## config.mk

```make
export PLATFORM = sky130hd
export DESIGN_NAME = pwm_signal_source
export DESIGN_NICKNAME = d
export VERILOG_FILES = /design/src/rtl/pwm_pkg.sv /design/src/rtl/pwm_period_counter.sv /design/src/rtl/pwm_signal_source.sv
export SDC_FILE = /design/constraint.sdc
export NUM_CORES = 1
export LEC_CHECK = 0
export ABC_AREA = 1
export BUFFER_PORTS_ARGS = -buffer_cell sky130_fd_sc_hd__buf_2
export CORE_UTILIZATION = 57
export CTS_CLUSTER_SIZE = 24
export DETAILED_ROUTE_END_ITERATION = 6
export GPL_TIMING_DRIVEN = 0
export MAX_ROUTING_LAYER = met4
export PLACE_DENSITY = 0.79
export SETUP_SLACK_MARGIN = 0.2
export SLEW_MARGIN = 20
export SYNTH_ARGS = -nofsm -noshare
export SYNTH_HDL_FRONTEND = slang
export SYNTH_SLANG_ARGS = --single-unit
```

## constraint.sdc

```tcl
create_clock -name Clk -period 11.4 [get_ports Clk]
set_clock_uncertainty 0.2 [all_clocks]
set_input_delay 0.57 -clock Clk [delete_from_list [all_inputs] [get_ports Clk]]
set_output_delay 0.57 -clock Clk [all_outputs]
set_load 0.01 [all_outputs]
```

## src/rtl/pwm_pkg.sv

```systemverilog
// Shared types and constants for the PWM signal source.
package pwm_pkg;

  typedef enum logic {
    IDLE = 1'b0,
    RUN  = 1'b1
  } pwm_state_e;

  localparam int unsigned MIN_PERIOD = 2;
  localparam int unsigned RST_PERIOD = 2;
  localparam int unsigned RST_HIGH   = 1;

endpackage

```

## src/rtl/pwm_period_counter.sv

```systemverilog
// Period counter: counts 0..P-1 while Run is held, returns to 0 otherwise.
module pwm_period_counter #(
  parameter int unsigned CNT_W = 16
) (
  input  logic             Clk,
  input  logic             Rst,
  input  logic             Run,
  input  logic [CNT_W-1:0] P,
  output logic [CNT_W-1:0] Cnt,
  output logic             Wrap
);

  logic [CNT_W-1:0] cnt_d, cnt_q;

  always_comb begin
    // >= keeps the count bounded even if P were ever smaller than the count
    Wrap  = Run && (cnt_q >= (P - CNT_W'(1)));
    cnt_d = '0;
    if (Run && !Wrap) begin
      cnt_d = cnt_q + CNT_W'(1);
    end
  end

  always_ff @(posedge Clk) begin
    if (Rst) begin
      cnt_q <= '0;
    end else begin
      cnt_q <= cnt_d;
    end
  end

  assign Cnt = cnt_q;

endmodule

```

## src/rtl/pwm_signal_source.sv

```systemverilog
// PWM generator with double-buffered period/high-time settings that take
// effect only at period boundaries or when the generator starts.
module pwm_signal_source
  import pwm_pkg::*;
#(
  parameter int unsigned CNT_W = 16
) (
  input  logic             Clk,
  input  logic             Rst,
  input  logic             En,
  input  logic             Load,
  input  logic [CNT_W-1:0] PeriodIn,
  input  logic [CNT_W-1:0] HighIn,
  output logic             SignalOut,
  output logic             PeriodStart,
  output logic             LoadAck,
  output logic             Pending
);

  pwm_state_e       state_d, state_q;
  logic [CNT_W-1:0] p_d, p_q, h_d, h_q;
  logic [CNT_W-1:0] stg_p_d, stg_p_q, stg_h_d, stg_h_q;
  logic             pend_d, pend_q, ack_d, ack_q, sig_d, sig_q, ps_d, ps_q;
  logic [CNT_W-1:0] cnt, cnt_nxt;
  logic             wrap, run, apply;

  assign state_d = En ? RUN : IDLE;
  // Counter only advances across edges where we stay in RUN; entry and exit both land on 0
  assign run     = (state_q == RUN) && (state_d == RUN);

  pwm_period_counter #(
    .CNT_W (CNT_W)
  ) u_counter (
    .Clk  (Clk),
    .Rst  (Rst),
    .Run  (run),
    .P    (p_q),
    .Cnt  (cnt),
    .Wrap (wrap)
  );

  always_comb begin
    apply   = pend_q && (((state_q == IDLE) && (state_d == RUN)) || wrap);
    p_d     = p_q;
    h_d     = h_q;
    stg_p_d = stg_p_q;
    stg_h_d = stg_h_q;
    pend_d  = pend_q && !apply;
    ack_d   = Load;
    if (apply) begin
      p_d = (stg_p_q < CNT_W'(MIN_PERIOD)) ? CNT_W'(MIN_PERIOD) : stg_p_q;
      h_d = stg_h_q;
    end
    // A load on the apply edge is staged after the old staging was consumed
    if (Load) begin
      stg_p_d = PeriodIn;
      stg_h_d = HighIn;
      pend_d  = 1'b1;
    end
    // Outputs are registered, so derive them from the count the next cycle will hold
    cnt_nxt = (run && !wrap) ? (cnt + CNT_W'(1)) : '0;
    sig_d   = (state_d == RUN) && (cnt_nxt < h_d);
    ps_d    = (state_d == RUN) && (cnt_nxt == '0);
  end

  always_ff @(posedge Clk) begin
    if (Rst) begin
      state_q <= IDLE;
      p_q     <= CNT_W'(RST_PERIOD);
      h_q     <= CNT_W'(RST_HIGH);
      stg_p_q <= CNT_W'(RST_PERIOD);
      stg_h_q <= CNT_W'(RST_HIGH);
      pend_q  <= 1'b0;
      ack_q   <= 1'b0;
      sig_q   <= 1'b0;
      ps_q    <= 1'b0;
    end else begin
      state_q <= state_d;
      p_q     <= p_d;
      h_q     <= h_d;
      stg_p_q <= stg_p_d;
      stg_h_q <= stg_h_d;
      pend_q  <= pend_d;
      ack_q   <= ack_d;
      sig_q   <= sig_d;
      ps_q    <= ps_d;
    end
  end

  assign SignalOut   = sig_q;
  assign PeriodStart = ps_q;
  assign LoadAck     = ack_q;
  assign Pending     = pend_q;

endmodule
```

==> metrics.txt <==
critical path data arrival time 4510 ps; share of layout cells above drive strength 1 16.1%; Lkg Pwr 2.29 nW; Vias 3,710; syn avg cell area 7.72 sq um; syn nets 624; final hold vios 0; Post-CTS Hold Buffers 0; wire length on met2 4.33 mm; Seq/Total Area, Yosys 39.7%; f_max 226 MHz; clock root buffer clkbuf_8; CTS buffer count 9; Slowest-stage cell, CP dfxtp_1; r2r endpoint SignalOut; Slew Viols, Final 0; GRT Total Usage 27.1%; Clock Pin Slew Worst Setup and Hold Paths 90 ps; wire per inst 13.4 um; Crit path max-delay family simple AND/OR/NAND/NOR gates; P per Cell Area 123 nW/um^2; vias per inst 5.24; Final min period 4420 ps; R2R Setup Slk 6980 ps; Worst-Margin Slew 631 ps; worst reg-to-reg path cell count 23; fin crit share 38.8%; Worst Setup Start Kind register; P&R area growth vs syn 11.4%; worst endpoint required time 11,490 ps; Crit. End Element register; Initial Utilization 59.1%; Worst-Skew Late Latency 350 ps; maxcap violations 0; Routed met3 length 382 um; Final nets 673; H-tree Lvls 3; die height 88.7 um; Final ANT Viol Nets 0; vias in the first global route 3,461; dpl hpwl 7.42 mm; DR top layer met4; GPL Wtd Cong 0.867; Total Wirelength 9.46 mm; Slowest Stage Delay on Critical Path 300 ps; Cell Area, Synth 4290 sq um; io pins 40; CP Buf/Inv Count 3; Post-Syn Instances 555; Syn. warnings 0; reg-to-reg startpoint p_q[0]; core area 7250 sq um; postcts setup bufs 0; total grt overflow 0; diode count 0; Min-Delay Endpoint stg_p_q[4]; outcome complete, no violations; largest net degree at the start of global routing 16; setup tns final 0 ps; slew margin rel. 57.9%; global-route wire length before repair 15.8 mm; RSZ-0062 raised after global routing no; CTS tree done; I/O Buffers 38; CP Class reg2reg; die footprint 7870 sq um; Die Span X 88.7 um; clk sinks 85; CP most frequent cell ha_1; wl on met1 4.58 mm; number of synthesized register bits 85; Hold Path Origin PeriodIn[4]; total power 0.588 mW; hold crit path type in2reg; Clock Path Buffers 2; Hold Path Depth 3; CP max FO 10; residual DRC count 0; antenna violations before repair 0; VDD IR max 0.116 mV; Distinct cells, synth 38; FP Rows 31; initial DRC count 263; Final Setup Violations 0; cells along the critical path inv_1 > ha_1 > nand2_1 > nor3_2 > nor3b_2 > nand3_1 > nor3_1 > xor2_1 > inv_1 > ha_1 > nand2_1 > o21ai_1 > a21oi_2 > nand2_4 > nand3_4 > buf_4 > mux2i_1 > ha_1 > a21oi_1 > nor2_1 > a211oi_1 > o221ai_1 > a21oi_1; post-CTS resize count 0; First-pass DRT Iterations 5
==> cells by family (layout without fill, tap and decap cells) <==
logic type               after synthesis  after routing  synth area share [%]
multiplexers                          15             15                  3.50
flip-flops                            85             85                  39.7
AO/OA/AOI/OAI                         86             86                  10.7
XOR/XNOR                              16             16                  3.27
AND/OR/NAND/NOR                      236            236                  25.6
buffers and inverters                 84            138                  7.65
adder cells (fa/ha/maj)               33             33                  9.63
==> registers in the layout, indices dropped and copies added, names as in the netlist <==
name,count
LoadAck,1
state_q,1
stg_p_q,16
u_counter.Cnt,16
Pending,1
p_q,16
SignalOut,1
h_q,16
stg_h_q,16
PeriodStart,1
==> placed cells by master, fill, tap and decap left out, types with 2 or more instances in the layout <==
master      netlist  layout
dfxtp_1          85      85
clkbuf_8          0       9
nor2_1          109     109
ha_1             33      33
nand3_1          16      16
xor2_1           13      13
a211oi_1          4       4
nand4_2           2       2
inv_1            51      51
a21oi_1          27      27
nand2_2           2       2
xnor2_1           3       3
nand4_1           7       7
nor3_1            7       7
inv_6             0       2
buf_2             1      39
nor2_4            2       2
inv_2            13      13
clkinvlp_4        0       4
nor3_2            5       5
clkbuf_1         17      18
nand2_1          66      66
nor4_1            3       3
o21ai_1           2       2
nor2_2            9       9
mux2i_1          15      15
nand3_2           2       2
o21ai_0          48      48
==> worst max path at each step <==
stage,from,end,depth (start not counted)
after detailed placement,p_q[0],SignalOut,23
after CTS,p_q[0],SignalOut,23
after global routing,p_q[0],SignalOut,23
after floorplan,p_q[0],SignalOut,23
final,p_q[0],SignalOut,23
after global placement,p_q[0],SignalOut,23
==> synth_stat cells (all sizes together) <==
| cell | number | area share (%) |
|---|---|---|
| a2111oi | 1 | 0.20 |
| a21oi | 28 | 3.4 |
| or2 | 1 | 0.15 |
| nand4 | 9 | 1.6 |
| nor3 | 13 | 2.4 |
| xor2 | 13 | 2.7 |
| nand2 | 69 | 6.3 |
| nor2 | 120 | 11 |
| a211oi | 4 | 0.70 |
| o21ai | 50 | 5.8 |
| nor4 | 4 | 0.73 |
| nand3 | 19 | 2.7 |
| dfxtp | 85 | 40 |
| xnor2 | 3 | 0.61 |
| o31ai | 1 | 0.18 |
| ha | 33 | 9.6 |
| o221ai | 1 | 0.20 |
| nor3b | 1 | 0.29 |
| buf | 3 | 0.55 |
| clkbuf | 17 | 1.5 |
| o211ai | 1 | 0.18 |
| inv | 64 | 5.6 |
| mux2i | 15 | 3.5 |
==> per-layer routing <==
metal,global-route usage [%],vias up
met1,36.0,1716
met2,41.3,75
met3,5.60,22
li1,-,1897
met4,8.80,0
met5,-,-
==> final cells by class <==
| cell class | count | area [sq um] |
|---|---|---|
| Multi-Input combinational cell | 386 | 2260 |
| Clock inverter | 6 | 47.5 |
| Buffer | 20 | 87.6 |
| Clock buffer | 10 | 128 |
| Inverter | 64 | 240 |
| Tap cell | 99 | 124 |
| Sequential cell | 85 | 1700 |
| Fill cell | 637 | 2480 |
| Timing Repair Buffer | 38 | 190 |
==> tightest hold or removal path, stage by stage <==
cell and delay, ps:
buf_2 70, nor2_1 30, nor2_1 80
==> where the power goes <==
group | internal (mW) | switching [mW]
clock | 0.0807 | 0.115
sequential | 0.310 | 0.00805
combinational | 0.0282 | 0.0458
total | 0.419 | 0.169
==> through the flow <==
stage	utilization, %	hold WS, ps	setup WS, ps	std cells	cell area, sq um
2_1_floorplan	-	236	7500	555	4290
3_3_place_gp	63.4	255	7080	692	4600
3_5_place_dp	63.4	258	7000	692	4600
4_1_cts	65.8	222	6940	708	4780
5_1_grt	65.8	217	6470	708	4780
6_report	65.8	230	6980	708	4780
No activity file was read; power rests on OpenSTA's default activity.
